**config.mk**
```make
export PLATFORM = sky130hd
export DESIGN_NAME = tpu_seq
export DESIGN_NICKNAME = d
export VERILOG_FILES = /design/src/rtl/tpu_pkg.sv /design/src/rtl/tpu_addr_dec.sv /design/src/rtl/tpu_seq.sv
export SDC_FILE = /design/constraint.sdc
export NUM_CORES = 1
export LEC_CHECK = 0
export BUFFER_PORTS_ARGS = -buffer_cell sky130_fd_sc_hd__buf_2
export CORE_ASPECT_RATIO = 1.4
export CORE_UTILIZATION = 45
export CTS_BUF_LIST = sky130_fd_sc_hd__clkbuf_2
export DETAILED_ROUTE_END_ITERATION = 10
export HOLD_SLACK_MARGIN = 0.12
export PLACE_DENSITY = 0.81
export SLEW_MARGIN = 0
export SYNTH_ARGS = -nofsm -noshare
export SYNTH_HDL_FRONTEND = slang
export SYNTH_SLANG_ARGS = --single-unit
```
**constraint.sdc**
```tcl
create_clock -name clk -period 4 [get_ports clk]
set_input_delay 0.2 -clock clk [delete_from_list [all_inputs] [get_ports clk]]
set_output_delay 0.2 -clock clk [all_outputs]
set_load 0.1 [all_outputs]
```
**src/rtl/tpu_pkg.sv**
```systemverilog
// Shared types and address map for the tpuv1 matrix-unit sequencer.
package tpu_pkg;

  typedef enum logic [1:0] {
    IDLE   = 2'd0,
    C_WAIT = 2'd1,
    MULT   = 2'd2
  } state_t;

  localparam logic [15:0] A_BASE     = 16'h0100;
  localparam logic [15:0] B_BASE     = 16'h0200;
  localparam logic [15:0] C_BASE     = 16'h0300;
  localparam logic [15:0] C_LAST     = 16'h037F;
  localparam logic [15:0] START_ADDR = 16'h0400;
  localparam logic [15:0] A_MASK     = 16'hFFC0;
  localparam logic [15:0] B_MASK     = 16'hFFC0;
  localparam logic [15:0] C_MASK     = 16'hFF80;

  function automatic int mult_cycles(input int dim);
    return 3 * dim - 2;
  endfunction

endpackage

```
**src/rtl/tpu_addr_dec.sv**
```systemverilog
// Region decode of a host address into tpu_seq write targets.
module tpu_addr_dec
  import tpu_pkg::*;
#(
  parameter int ADDRW = 16
) (
  input  logic [ADDRW-1:0] addr,
  input  logic             r_w,
  output logic             is_a,
  output logic             is_b,
  output logic             is_c_lo,
  output logic             is_c_hi,
  output logic             is_start
);

  logic in_c;

  assign in_c = ((addr & ADDRW'(C_MASK)) == ADDRW'(C_BASE))
             && (addr <= ADDRW'(C_LAST));

  assign is_a     = r_w && ((addr & ADDRW'(A_MASK)) == ADDRW'(A_BASE));
  assign is_b     = r_w && ((addr & ADDRW'(B_MASK)) == ADDRW'(B_BASE));
  assign is_c_lo  = r_w && in_c && !addr[3];
  assign is_c_hi  = r_w && in_c && addr[3];
  assign is_start = r_w && (addr == ADDRW'(START_ADDR));

endmodule

```
**src/rtl/tpu_seq.sv**
```systemverilog
// Host-bus sequencer: strobes for memA/memB/array, C-row assembly,
// and the fixed-length multiply that holds off the host.
module tpu_seq
  import tpu_pkg::*;
#(
  parameter int BITS_AB = 8,
  parameter int BITS_C  = 16,
  parameter int DIM     = 8,
  parameter int ADDRW   = 16,
  parameter int DATAW   = 64
) (
  input  logic                      clk,
  input  logic                      rst_n,
  input  logic                      req,
  input  logic                      r_w,
  input  logic [ADDRW-1:0]          addr,
  input  logic [DATAW-1:0]          data_in,
  output logic                      ready,
  output logic                      busy,
  output logic                      done,
  output logic                      c_err,
  output logic                      wr_a,
  output logic [$clog2(DIM)-1:0]    a_row,
  output logic                      en_b,
  output logic                      wr_c,
  output logic [$clog2(DIM)-1:0]    c_row,
  output logic [DIM*BITS_C-1:0]     c_data,
  output logic                      rd_half,
  output logic                      en_sys
);

  localparam int RW = $clog2(DIM);
  localparam int MC = mult_cycles(DIM);
  localparam int CW = $clog2(MC);
  localparam logic [CW-1:0] LAST = CW'(MC - 1);

  if (DIM * BITS_C != 2 * DATAW || 2 * BITS_AB > BITS_C) begin : g_chk
    $error("tpu_seq: inconsistent width parameters");
  end

  state_t           state, state_nxt;
  logic [CW-1:0]    count, count_nxt;
  logic [DATAW-1:0] c_lo, c_lo_nxt;
  logic [RW-1:0]    c_pend, c_pend_nxt;
  logic             c_err_nxt;
  logic             fresh;
  logic             wr;
  logic             is_a, is_b, is_c_lo, is_c_hi, is_start;

  tpu_addr_dec #(.ADDRW(ADDRW)) u_dec (
    .addr     (addr),
    .r_w      (r_w),
    .is_a     (is_a),
    .is_b     (is_b),
    .is_c_lo  (is_c_lo),
    .is_c_hi  (is_c_hi),
    .is_start (is_start)
  );

  assign ready   = (state != MULT);
  assign busy    = (state == MULT);
  assign en_sys  = (state == MULT);
  assign wr      = req && ready && r_w;
  assign a_row   = addr[3 +: RW];
  assign c_row   = addr[4 +: RW];
  assign rd_half = addr[3];
  assign c_data  = {data_in, c_lo};

  always_comb begin
    state_nxt  = state;
    count_nxt  = count;
    c_lo_nxt   = c_lo;
    c_pend_nxt = c_pend;
    c_err_nxt  = c_err;
    wr_a       = 1'b0;
    en_b       = 1'b0;
    wr_c       = 1'b0;
    fresh      = 1'b0;
    if (state == MULT) begin
      count_nxt = count + 1'b1;
      if (count == LAST) begin
        state_nxt = IDLE;
        count_nxt = '0;
      end
    end else if (wr) begin
      fresh = 1'b1;
      // A mapped write other than the matching high half breaks the pair.
      if (state == C_WAIT) begin
        if (is_c_hi && c_row == c_pend) begin
          wr_c      = 1'b1;
          state_nxt = IDLE;
          fresh     = 1'b0;
        end else if (is_a || is_b || is_c_lo || is_c_hi || is_start) begin
          c_err_nxt = 1'b1;
          state_nxt = IDLE;
        end
      end
      if (fresh) begin
        unique case (1'b1)
          is_a: wr_a = 1'b1;
          is_b: en_b = 1'b1;
          is_c_lo: begin
            c_lo_nxt   = data_in;
            c_pend_nxt = c_row;
            state_nxt  = C_WAIT;
          end
          is_c_hi: c_err_nxt = 1'b1;
          is_start: begin
            state_nxt = MULT;
            count_nxt = '0;
            c_err_nxt = 1'b0;
          end
          default: ;
        endcase
      end
    end
  end

  always_ff @(posedge clk or negedge rst_n) begin
    if (!rst_n) begin
      state  <= IDLE;
      count  <= '0;
      c_lo   <= '0;
      c_pend <= '0;
      c_err  <= 1'b0;
      done   <= 1'b0;
    end else begin
      state  <= state_nxt;
      count  <= count_nxt;
      c_lo   <= c_lo_nxt;
      c_pend <= c_pend_nxt;
      c_err  <= c_err_nxt;
      done   <= (state == MULT) && (count == LAST);
    end
  end

endmodule
```
-- After elaboration in Yosys (flattened, before gate mapping)
Cells that the tools add are included.
- bitwise operators: 1
- multiply operators: 0
- reductions and logical operators: 23
- divide/modulo/power cells: 0
- muxes and demuxes: 34
- eq/ne operators: 10
- magnitude comparators: 1
- $add $sub $neg: 1
- shifts and indexed selects: 0
- operators by type and width (operator ; count):
    two-way mux 5 bit ; 5
    two-way mux 1 bit ; 20
    equality test 16 x 11 -> 1 bit (second input constant) ; 1
    <= comparator 16 x 10 -> 1 bit (second input constant) ; 1
    two-way mux 2 bit ; 7
    logical AND 1 bit ; 11
    equality test 10 x 3 -> 1 bit (second input constant) ; 1
    equality test 10 x 4 -> 1 bit (second input constant) ; 1
    equality test 9 x 3 -> 1 bit (second input constant) ; 1
    nonzero test 2 bit ; 3
    adder 5 x 1 -> 5 bit (second input constant) ; 1
    equality test 5 bit (second input constant) ; 1
    logical OR 1 bit ; 4
    one-hot mux 2 bit (2 select lines) ; 1
    AND reduction 2 bit ; 2
    AND reduction 4 bit ; 1
    equality test 3 bit ; 1
    AND reduction 3 bit ; 1
    equality test 2 x 1 -> 1 bit (second input constant) ; 1
    equality test 2 bit (second input constant) ; 1
    inequality test 2 x 1 -> 1 bit (second input constant) ; 1
    inequality test 2 bit (second input constant) ; 1
    one-hot mux 1 bit (2 select lines) ; 1
    zero test 1 bit ; 1
    NOT 1 bit ; 1
- logic and storage cells: 76
- bits in latches: 0
- register bits after elaboration: 76
- bits in writable memories: 0
- ROM bits: 0
- input bits: 84
- memories kept: 0

-- Depth between registers and ports, before layout
Gate-level depths: netlist of the first run.
- word-level depth: 14
- gate-level depth with buffers: 7
- gate-level depth less buffers: 6

-- By module
Synthesis of the first run repeated with hierarchy kept, for this count alone.
- cells, all modules: 292
- area total of the unflattened synthesis: 3828.7 µm²
- modules (own cells, without submodules) (module ; seq. area each (µm²) ; cells each ; instances ; area an instance (µm²)):
    tpu_seq ; 1901.8 ; 278 ; 1 ; 3733.6
    tpu_addr_dec ; 0.0 ; 14 ; 1 ; 95.1

-- Least setup slack after synthesis of the first run
OpenSTA, ideal clock, no wires.
- path kind: register to output
- start: reg state[1]
- end: out wr_a
- cell stages (with the launch flop): 7
- arrival: 6262 ps
- slack: -2462 ps
- path buffers: 1
- data required time: 3800 ps
- path through: dfrtp_1 nand2b_1 clkbuf_1 clkinv_1 nor2_1 nand2_1 nor4b_1
- elaborated cells between the ends (all ways): 11
- those cells by class: 3 x eq/ne; 6 x mux; 2 x reduce/logical
- RTL lines (what ; line ; text):
    start: declaration ; tpu_seq.sv:41 ; state_t state, state_nxt;
    start signal: assignment ; tpu_seq.sv:128 ; state <= state_nxt;
    inequality test 2 bit ; tpu_seq.sv:60 ; assign ready = (state != MULT);
    named net ready ; tpu_seq.sv:18 ; output logic ready,
    logical AND 1 bit (2 in series) ; tpu_seq.sv:63 ; assign wr = req && ready && r_w;
    two-way mux 1 bit ; tpu_seq.sv:85 ; end else if (wr) begin
    two-way mux 1 bit ; tpu_seq.sv:79 ; if (state == MULT) begin
    end: declaration ; tpu_seq.sv:22 ; output logic wr_a,
The timed path passes the listed nets, and every way through them passes these cells. The select of a mux whose other input is x is not followed.

-- Worst setup path in the final report of the first run
- start: in addr[10]
- end: out wr_c
- longest elaborated chain between the ends: 9
- elaborated cells between the ends (all ways): 10
- those cells by class: 1 x order compare; 1 x eq/ne; 4 x mux; 4 x reduce/logical
- ends and longest elaborated chain (what ; line ; text):
    start: declaration ; tpu_seq.sv:16 ; input logic [ADDRW-1:0] addr,
    <= comparator 16 x 10 -> 1 bit / equality test 9 x 3 -> 1 bit (equally long branches) ; tpu_addr_dec.sv:19, tpu_addr_dec.sv:18 ;
    logical AND 1 bit * ; tpu_addr_dec.sv:19 ; && (addr <= ADDRW'(C_LAST));
    logical AND 1 bit * (2 in series) ; tpu_addr_dec.sv:24 ; assign is_c_hi = r_w && in_c && addr[3];
    logical AND 1 bit * ; tpu_seq.sv:89 ; if (is_c_hi && c_row == c_pend) begin
    two-way mux 1 bit * ; tpu_seq.sv:89 ;
    two-way mux 1 bit * ; tpu_seq.sv:88 ; if (state == C_WAIT) begin
    two-way mux 1 bit * ; tpu_seq.sv:85 ;
    two-way mux 1 bit * ; tpu_seq.sv:79 ;
    end: declaration ; tpu_seq.sv:25 ; output logic wr_c,
Every way passes the cells marked *; elsewhere a longest branch is shown, timed or not.

==> results.cfg, run 1 <==
[drt]
drcViolationCount = 0
drt_pre_antenna_iters = 4
drtAntennaViolNets = 0
wl_met2_um = 5530
num_vias = 3154
routed_wl_um = 9910
top_layer = met4
wl_met3_um = 676
drtIter0Drc = 99
avgRoutedWirePerCell_um = 15.5
met1Wirelength_um = 3390
viasPerCell = 4.94

[pwr]
ir_drop_v = 0.000262
cellLeakagePower_nw = 3.04
p_per_area_mw_per_mm2 = 317

[timing]
grt_setup_unrepaired = false
finClkSkew_ps = 29.8
tns_ps = 0
post-route-period-util = 0.762
relSlewSlack = 0.385
setup_violations = 0
fmax_mhz = 328
timing.hold.ws_ps = 166
slew_viol_final = 0
tightest_slew_ps = 922
period_needed_ps = 3050
hold_viol_final = 0

[clock_network]
clkSlewWorstSetupHoldPaths_ps = 180
cts_max_path_buffers = 2
clk-insertion-delay-late_ps = 520
cts_setup_buffers = 0
htree_levels = 3
cts_tree = done
cts.sink_count = 76
cts-root-buf = clkbuf_2
cts_made_buffers = 9

[die]
dieWidth_um = 79.2
io_pins = 227
initial_core_util = 0.461
dieArea_mm2 = 0.00872
die_h_um = 110
rows = 39
core-area_mm2 = 0.00815

[worst_hold_path]
min_to = c_err$_DFFE_PN0P_
holdPathStages = 5
hold_start = addr[1]
hold_path.class = input port to register

[yosys]
synth_top_family_by_area = multiplexers
synth_warnings = 0
synth_mux_area_frac = 0.201
synth_edf_count = 0
ys_seq_area_frac = 0.506
synthAdderAreaFrac = 0.00666
syn_area_mm2 = 0.00376
synth-simple-area-share = 0.0750
avgSynthCellArea_um2 = 12.4
synth_seq_cells = 76
ys_types = 39
postSynth.asyncResetShare = 1.00
synth-compound-area-share = 0.0380
synth_ff_type = dfrtp_1
syn_nets = 388
postSynthCellCount = 302
synth_xor_area_frac = 0.00700

[grt]
grt_pass1_wl_um = 14800
grt_antenna_before_repair = 0
grt_max_degree = 77
grt_pass1_vias = 3146
overflow = 0
track_usage = 0.226

[layout]
final_nets = 616
finalInstanceArea_mm2 = 0.00527
mostFrequentLayoutCells = 225 x buf_2, 76 x dfrtp_1, 71 x dlygate4sd3_1
mostFrequentLayoutCell = buf_2
areaGrowthSynthToFinish_pct = 40.4
layout-drive-gt1-share = 0.536

[critical_path]
start_kind = input port
rr_worst_depth = 6
cp_common_cell = buf_2
crit_required_ps = 3800
reg2reg_from = state[1]$_DFFE_PN0P_
critPathMaxStageDelay_ps = 650
cp.arrival_ps = 2850
critPathKind = input port to primary output
r2r_end = state[0]$_DFFE_PN0P_
cp_slowest_cell = or4_1
critPathBufInv = 3
critical_path_peak_fanout = 6
endpoint_kind = primary output
r2r_setup_slack_ps = 1520
crit_chain = dlygate4sd3_1 > buf_2 > nand2b_1 > or4_1 > or4_4 > nor2_1 > buf_2
crit_family = simple AND/OR/NAND/NOR gates

[place]
io_buffers = 226
postPlaceCellArea_mm2 = 0.00444
hpwlAfterDp_um = 5990
place.gp.congestion = 0.902

[run_status]
status = completed

[flow_run]
drv_cap = 0
-- through the flow --
step                utilization  worst slack, ps  std cells  power (mW)
finish                    0.647              952        638        1.67
global route              0.647              874        637        1.75
CTS                       0.647              997        637        1.68
detailed placement        0.545             1430        550        1.21
global placement          0.545             1450        550        1.21
floorplan                     -            -2.31        302        1.16
-- registers in the layout, summed over array words and instances (netlist names) --
signal / flops
count: 5
c_err: 1
state: 2
c_lo: 64
c_pend: 3
done: 1
-- cells in the mapped netlist, types with 3 or more instances --
library cell,number,area [µm²]
mux2_1,30,338
xnor2_1,3,26.3
buf_4,73,548
nand3_1,5,25.0
mux2_2,37,417
buf_2,4,20.0
dfrtp_1,76,1900
or3_1,3,18.8
nor4b_1,4,35.0
buf_6,3,33.8
inv_1,3,11.3
o21ai_0,3,15.0
a21o_1,4,30.0
nor3_1,6,30.0
nand2_1,7,26.3
nor2_1,10,37.5
-- worst reg2reg max path: stages (launching register included) --
cell,delay [ps]
dfrtp_1,490
or3_1,340
nor4_1,210
o21bai_1,80
dlygate4sd3_1,550
a21o_1,170
dlygate4sd3_1,550
-- cells by family (layout without fill, tap and decap cells) --
group / after synthesis / in the layout
buffers and inverters: 86 / 319
flip-flops: 76 / 76
multiplexers: 67 / 67
AND/OR/NAND/NOR: 48 / 48
AO/OA/AOI/OAI: 20 / 20
XOR/XNOR: 3 / 3
adder cells (fa/ha/maj): 2 / 2
other: 0 / 1
-- final cells by class --
cell class | count | area [µm²]
Multi-Input combinational cell | 140 | 1250
Sequential cell | 76 | 1900
Inverter | 4 | 16.3
Timing Repair Buffer | 299 | 1860
Clock inverter | 6 | 65.1
Clock buffer | 10 | 50.0
Fill cell | 619 | 2880
Antenna cell | 1 | 2.50
Tap cell | 102 | 128
-- how the worst max path moves through the flow --
stage | to | cells after the start | slack [ps] | from
finish | wr_c | 7 | 950 | addr[10]
global route | wr_c | 7 | 870 | addr[10]
CTS | wr_c | 7 | 1000 | addr[10]
detailed placement | wr_c | 6 | 1430 | addr[11]
global placement | wr_c | 6 | 1450 | addr[11]
floorplan | wr_a | 6 | -2 | state[1]$_DFFE_PN0P_
-- routing by layer --
metal,track usage,vias up
met3,0.0601,31
met5,0,-
li1,-,1442
met1,0.224,1520
met2,0.422,161
met4,0.126,0
-- where the power goes --
| part | leakage (nW) | internal [mW] | switching, mW |
|---|---|---|---|
| clock network | 0.0719 | 0.147 | 0.266 |
| logic | 1.91 | 0.108 | 0.375 |
| registers | 1.05 | 0.773 | 0.00185 |
| total | 3.04 | 1.03 | 0.643 |
-- timing repair --
action / CTS / global route
hold buffers: 71 / 0
resized for setup: 0 / 0
hold endpoints to repair: 144 / 0
Note: power is estimated with default switching activity, not from simulation.
==> run 2, diff against run 1 <==
--- a/config.mk
+++ b/config.mk
@@ -7,11 +7,11 @@
 export LEC_CHECK = 0
 export BUFFER_PORTS_ARGS = -buffer_cell sky130_fd_sc_hd__buf_2
 export CORE_ASPECT_RATIO = 1.4
-export CORE_UTILIZATION = 45
+export CORE_UTILIZATION = 40
 export CTS_BUF_LIST = sky130_fd_sc_hd__clkbuf_2
 export DETAILED_ROUTE_END_ITERATION = 10
 export HOLD_SLACK_MARGIN = 0.12
-export PLACE_DENSITY = 0.81
+export PLACE_DENSITY = 0.76
 export SLEW_MARGIN = 0
 export SYNTH_ARGS = -nofsm -noshare
 export SYNTH_HDL_FRONTEND = slang
==> constraint.sdc (replaced) <==
create_clock -name clk -period 2.7 [get_ports clk]
set_input_delay 0.135 -clock clk [delete_from_list [all_inputs] [get_ports clk]]
set_output_delay 0.135 -clock clk [all_outputs]
set_load 0.1 [all_outputs]
==> results.cfg, run 2 (synthesis results as in run 1) <==
[worst_hold_path]
hold_path.class = input port to register
hold_start = addr[12]

[pwr]
combinationalPowerShare = 0.307
p_clk_frac = 0.206
ir_drop_v = 0.000257
p_sw_frac = 0.398
p_switching_uw = 936
cellLeakagePower_nw = 3.07
share_seq_of_total_power = 0.487
p_int_mw = 1.42
p_per_area_mw_per_mm2 = 436

[grt]
grt_pass1_vias = 3128
track_usage = 0.195
grt_antenna_before_repair = 1
grt_max_degree = 77
overflow = 0
grt_pass1_wl_um = 14800

[critical_path]
start_kind = input port
r2r_end = c_lo[51]$_DFFE_PN0P_
critical_path_peak_fanout = 9
r2r_setup_slack_ps = 500
reg2reg_from = state[1]$_DFFE_PN0P_
crit_required_ps = 3140
endpoint_kind = register
critPathKind = input port to register
cp-endpoint = c_err$_DFFE_PN0P_
cp.arrival_ps = 3080
rr_worst_depth = 5
critPathLaunch = addr[3]

[place]
hpwlAfterDp_um = 6280
io_buffers = 226
placed_cells = 556
place.gp.congestion = 0.834

[die]
rows = 41
dieArea_mm2 = 0.00979
core-area_mm2 = 0.00908
initial_core_util = 0.414
die_h_um = 117
io_pins = 227
dieWidth_um = 83.9

[timing]
fmax_mhz = 378
tightest_slew_ps = 940
grt_setup_unrepaired = false
period_needed_ps = 2640
post-route-period-util = 0.979
slew_viol_final = 0
setup_violations = 0
hold_viol_final = 0
tns_ps = 0
finClkSkew_ps = 31.8
relSlewSlack = 0.373

[layout]
final_nets = 625
largest-register = c_lo
fillCellCount = 743
mostFrequentLayoutCell = buf_2
stdcell_count = 651
areaGrowthSynthToFinish_pct = 43.7
largest_reg_flops = 64
mostFrequentLayoutCells = 222 x buf_2, 79 x dlygate4sd3_1, 76 x dfrtp_1
layout-drive-gt1-share = 0.538
largest_registers = c_lo (64), count (5), c_pend (3)
final_util = 0.594

[run_status]
status = complete, but fails checks
violations = design-rule violations

[drt]
drt_pre_antenna_iters = 7
drcViolationCount = 38
routed_wl_um = 9640
viasPerCell = 4.81
drtAntennaViolNets = 0
drtIter0Drc = 93
avgRoutedWirePerCell_um = 14.8
num_vias = 3133

[flow_run]
drv_cap = 0

[clock_network]
cts_max_path_buffers = 2
clkSlewWorstSetupHoldPaths_ps = 230
cts.sink_count = 76
cts_tree = done
cts_made_buffers = 9
htree_levels = 3
cts-root-buf = clkbuf_2
clk-insertion-delay-late_ps = 520
-- run 2: cell count changes in the layout (fill, tap and decap cells not counted), moves of 2 or more --
cell / before / now
dlygate4sd3_1: 71 / 79
buf_12: 0 / 3
buf_2: 225 / 222
nor3_1: 5 / 2
nor3_2: 1 / 4
clkinv_2: 3 / 5
-- run 2: per-stage QoR --
stage | hold slack, ps | setup WS (ps) | instance area (µm²) | total power, mW
detailed placement | 343 | 363 | 4500 | 1.80
CTS | 171 | 34.7 | 5370 | 2.39
global route | 184 | 10.5 | 5400 | 2.47
finish | 224 | 56.4 | 5400 | 2.35
global placement | 329 | 363 | 4500 | 1.80
floorplan | -161 | -60.9 | 3790 | 1.72
-- run 2: area by class of cell --
cell class | instances | area (µm²) | share of cell area
Antenna cell | 1 | 2.50 | 0.000464
Clock buffer | 9 | 45.0 | 0.00834
Clock inverter | 6 | 32.5 | 0.00603
Inverter | 4 | 20.0 | 0.00371
Multi-Input combinational cell | 140 | 1270 | 0.235
Sequential cell | 76 | 1900 | 0.352
Tap cell | 107 | 134 | 0.0248
Timing Repair Buffer | 308 | 1990 | 0.369
-- run 2: worst max-delay path: stages --
cell and delay, ps:
dlygate4sd3_1 530, buf_2 200, nor3_2 170, dlygate4sd3_1 550, nand4_1 120, dlygate4sd3_1 610, nor3_2 120, nor3_1 70
dlygate4sd3_1 570
-- run 2: timing repair --
item,4_1_cts,5_1_grt
hold buffers,79,0
endpoints found under the setup margin,0,7
endpoints found under the hold margin,146,0
setup buffers,0,0
resized for setup,0,7
-- run 2: how the worst min path moves through the flow --
stage / cells past startpoint / end / slack, ps
global placement: 1 / c_lo[17]$_DFFE_PN0P_ / 330
finish: 4 / count[4]$_DFFE_PN0P_ / 220
detailed placement: 1 / c_lo[12]$_DFFE_PN0P_ / 340
floorplan: 0 / c_err$_DFFE_PN0P_ / -160
global route: 4 / count[4]$_DFFE_PN0P_ / 180
CTS: 4 / count[4]$_DFFE_PN0P_ / 170
-- run 2: power groups by stage --
stage	Combinational [mW]	Clock [mW]	Sequential, mW
2_1_floorplan	0.519	0	1.20
3_5_place_dp	0.633	0	1.17
5_1_grt	0.748	0.571	1.15
3_3_place_gp	0.630	0	1.17
6_report	0.722	0.485	1.15
4_1_cts	0.716	0.525	1.15
-- run 2: routing by layer --
layer / vias to the layer above / GRT usage / part of all wire
met5: - / 0 / 0
met4: 0 / 0.102 / 0.029
met3: 27 / 0.0558 / 0.072
met2: 161 / 0.375 / 0.55
met1: 1485 / 0.187 / 0.35
li1: 1460 / - / -
==> run 3, diff against run 2 <==
--- a/config.mk
+++ b/config.mk
@@ -12,6 +12,7 @@
 export DETAILED_ROUTE_END_ITERATION = 10
 export HOLD_SLACK_MARGIN = 0.12
 export PLACE_DENSITY = 0.76
+export RECOVER_POWER = 25
 export SLEW_MARGIN = 0
 export SYNTH_ARGS = -nofsm -noshare
 export SYNTH_HDL_FRONTEND = slang
==> results.cfg, run 3 (synthesis results as in run 1) <==
[run_status]
status = complete, but fails checks
violations = design-rule violations, max-capacitance violations, max-slew violations

[layout]
stdcell_count = 651
largest_reg_flops = 64
largest_registers = c_lo (64), count (5), c_pend (3)
areaGrowthSynthToFinish_pct = 43.6
largest-register = c_lo
multi_input_area_mm2 = 0.00127
final_nets = 625
mostFrequentLayoutCells = 222 x buf_2, 79 x dlygate4sd3_1, 76 x dfrtp_1
fillCellCount = 744
mostFrequentLayoutCell = buf_2
register_area_mm2 = 0.00190
layout-drive-gt1-share = 0.538

[worst_hold_path]
holdPathStages = 4
hold_start = addr[12]
hold_path.class = input port to register
min_to = count[4]$_DFFE_PN0P_

[timing]
slew_viol_final = 77
hold_viol_final = 0
tightest_slew_ps = 1840
finClkSkew_ps = 31.8
grt_setup_unrepaired = false
relSlewSlack = -0.226
period_needed_ps = 2640
post-route-period-util = 0.979
timing.hold.ws_ps = 224
fmax_mhz = 378
setup_violations = 0

[pwr]
cellLeakagePower_nw = 3.07
share_seq_of_total_power = 0.487
ir_drop_v = 0.000257
total_power_mw = 2.35
p_per_area_mw_per_mm2 = 436
p_sw_frac = 0.398
p_switching_uw = 936
p_clk_frac = 0.206
combinationalPowerShare = 0.306
p_int_mw = 1.42

[drt]
routed_wl_um = 9640
drtIter0Drc = 93
num_vias = 3133
drt_pre_antenna_iters = 7
avgRoutedWirePerCell_um = 14.8
viasPerCell = 4.81
drcViolationCount = 38
drtAntennaViolNets = 0

[critical_path]
start_kind = input port
reg2reg_from = state[1]$_DFFE_PN0P_
crit_required_ps = 3140
rr_worst_depth = 5
cp.arrival_ps = 3080
critPathKind = input port to register
critPathBufInv = 5
critical_path_peak_fanout = 9
crit_chain = dlygate4sd3_1 > buf_2 > nor3_2 > dlygate4sd3_1 > nand4_1 > dlygate4sd3_1 > nor3_2 > nor3_1 > dlygate4sd3_1
crit_family = buffers and inverters
endpoint_kind = register
critPathMaxStageDelay_ps = 610
cp_common_cell = dlygate4sd3_1
cp_slowest_cell = dlygate4sd3_1
r2r_setup_slack_ps = 500
r2r_end = c_lo[51]$_DFFE_PN0P_

[die]
rows = 41
io_pins = 227
core-area_mm2 = 0.00908
dieArea_mm2 = 0.00979
dieWidth_um = 83.9
die_h_um = 117
initial_core_util = 0.414

[clock_network]
cts.sink_count = 76
clk-insertion-delay-late_ps = 520
cts_max_path_buffers = 2
cts_made_buffers = 9
cts_setup_buffers = 0
cts_tree = done
htree_levels = 3
cts-root-buf = clkbuf_2
clkSlewWorstSetupHoldPaths_ps = 230

[grt]
grt_pass1_wl_um = 14800
grt_max_degree = 77
overflow = 0
track_usage = 0.195
grt_pass1_vias = 3128
grt_antenna_before_repair = 1

[place]
hpwlAfterDp_um = 6280
io_buffers = 226
place.gp.congestion = 0.834
placed_cells = 556

[flow_run]
drv_cap = 1
-- run 3: worst reg2reg max path, delay by kind of cell, from the launching register on --
kind,cells,cell delay (ps)
buffers and inverters,1,260
multiplexers,1,380
AND/OR/NAND/NOR,3,980
flip-flops,1,480
-- run 3: worst max path at each step --
stage / depth (start not counted) / endpoint / startpoint
after floorplan: 6 / wr_a / state[1]$_DFFE_PN0P_
after global placement: 7 / wr_a / addr[11]
after detailed placement: 7 / wr_a / addr[11]
after CTS: 9 / count[3]$_DFFE_PN0P_ / addr[4]
after global routing: 9 / count[0]$_DFFE_PN0P_ / addr[4]
final: 9 / c_err$_DFFE_PN0P_ / addr[3]
-- run 3: power groups by stage --
stage	Clock, mW	Combinational, mW	Sequential [mW]
6_report	0.485	0.721	1.15
5_1_grt	0.571	0.747	1.15
4_1_cts	0.525	0.716	1.15
3_5_place_dp	0	0.633	1.17
3_3_place_gp	0	0.630	1.17
2_1_floorplan	0	0.519	1.20
-- run 3: final cells by class --
cell class,instances,share of cell area
timing repair buffer,308,0.369
sequential,76,0.353
multi-input combinational,140,0.235
tap,107,0.0248
clock buffer,9,0.00835
clock inverter,6,0.00603
inverter,4,0.00371
antenna,1,0.000464
-- run 3: per-stage QoR --
stage	cell area, µm²	setup TNS [ps]	utilization	setup WS, ps
final	5400	0	0.594	56.4
after global placement	4500	0	0.496	363
after CTS	5370	0	0.592	34.7
after global routing	5400	0	0.594	10.5
after floorplan	3790	-60.9	-	-60.9
after detailed placement	4500	0	0.496	363
-- run 3: repair_timing --
item,CTS,global route
hold buffers,79,0
resized for setup,0,7
endpoints found under the hold margin,146,0
setup endpoints to repair,0,7
-- run 3: per-layer routing --
layer,share of wire,track usage,vias to the layer above
li1,-,-,1460
met1,0.35,0.187,1485
met2,0.55,0.375,161
met3,0.072,0.0558,27
met4,0.029,0.102,0
met5,0,0,-
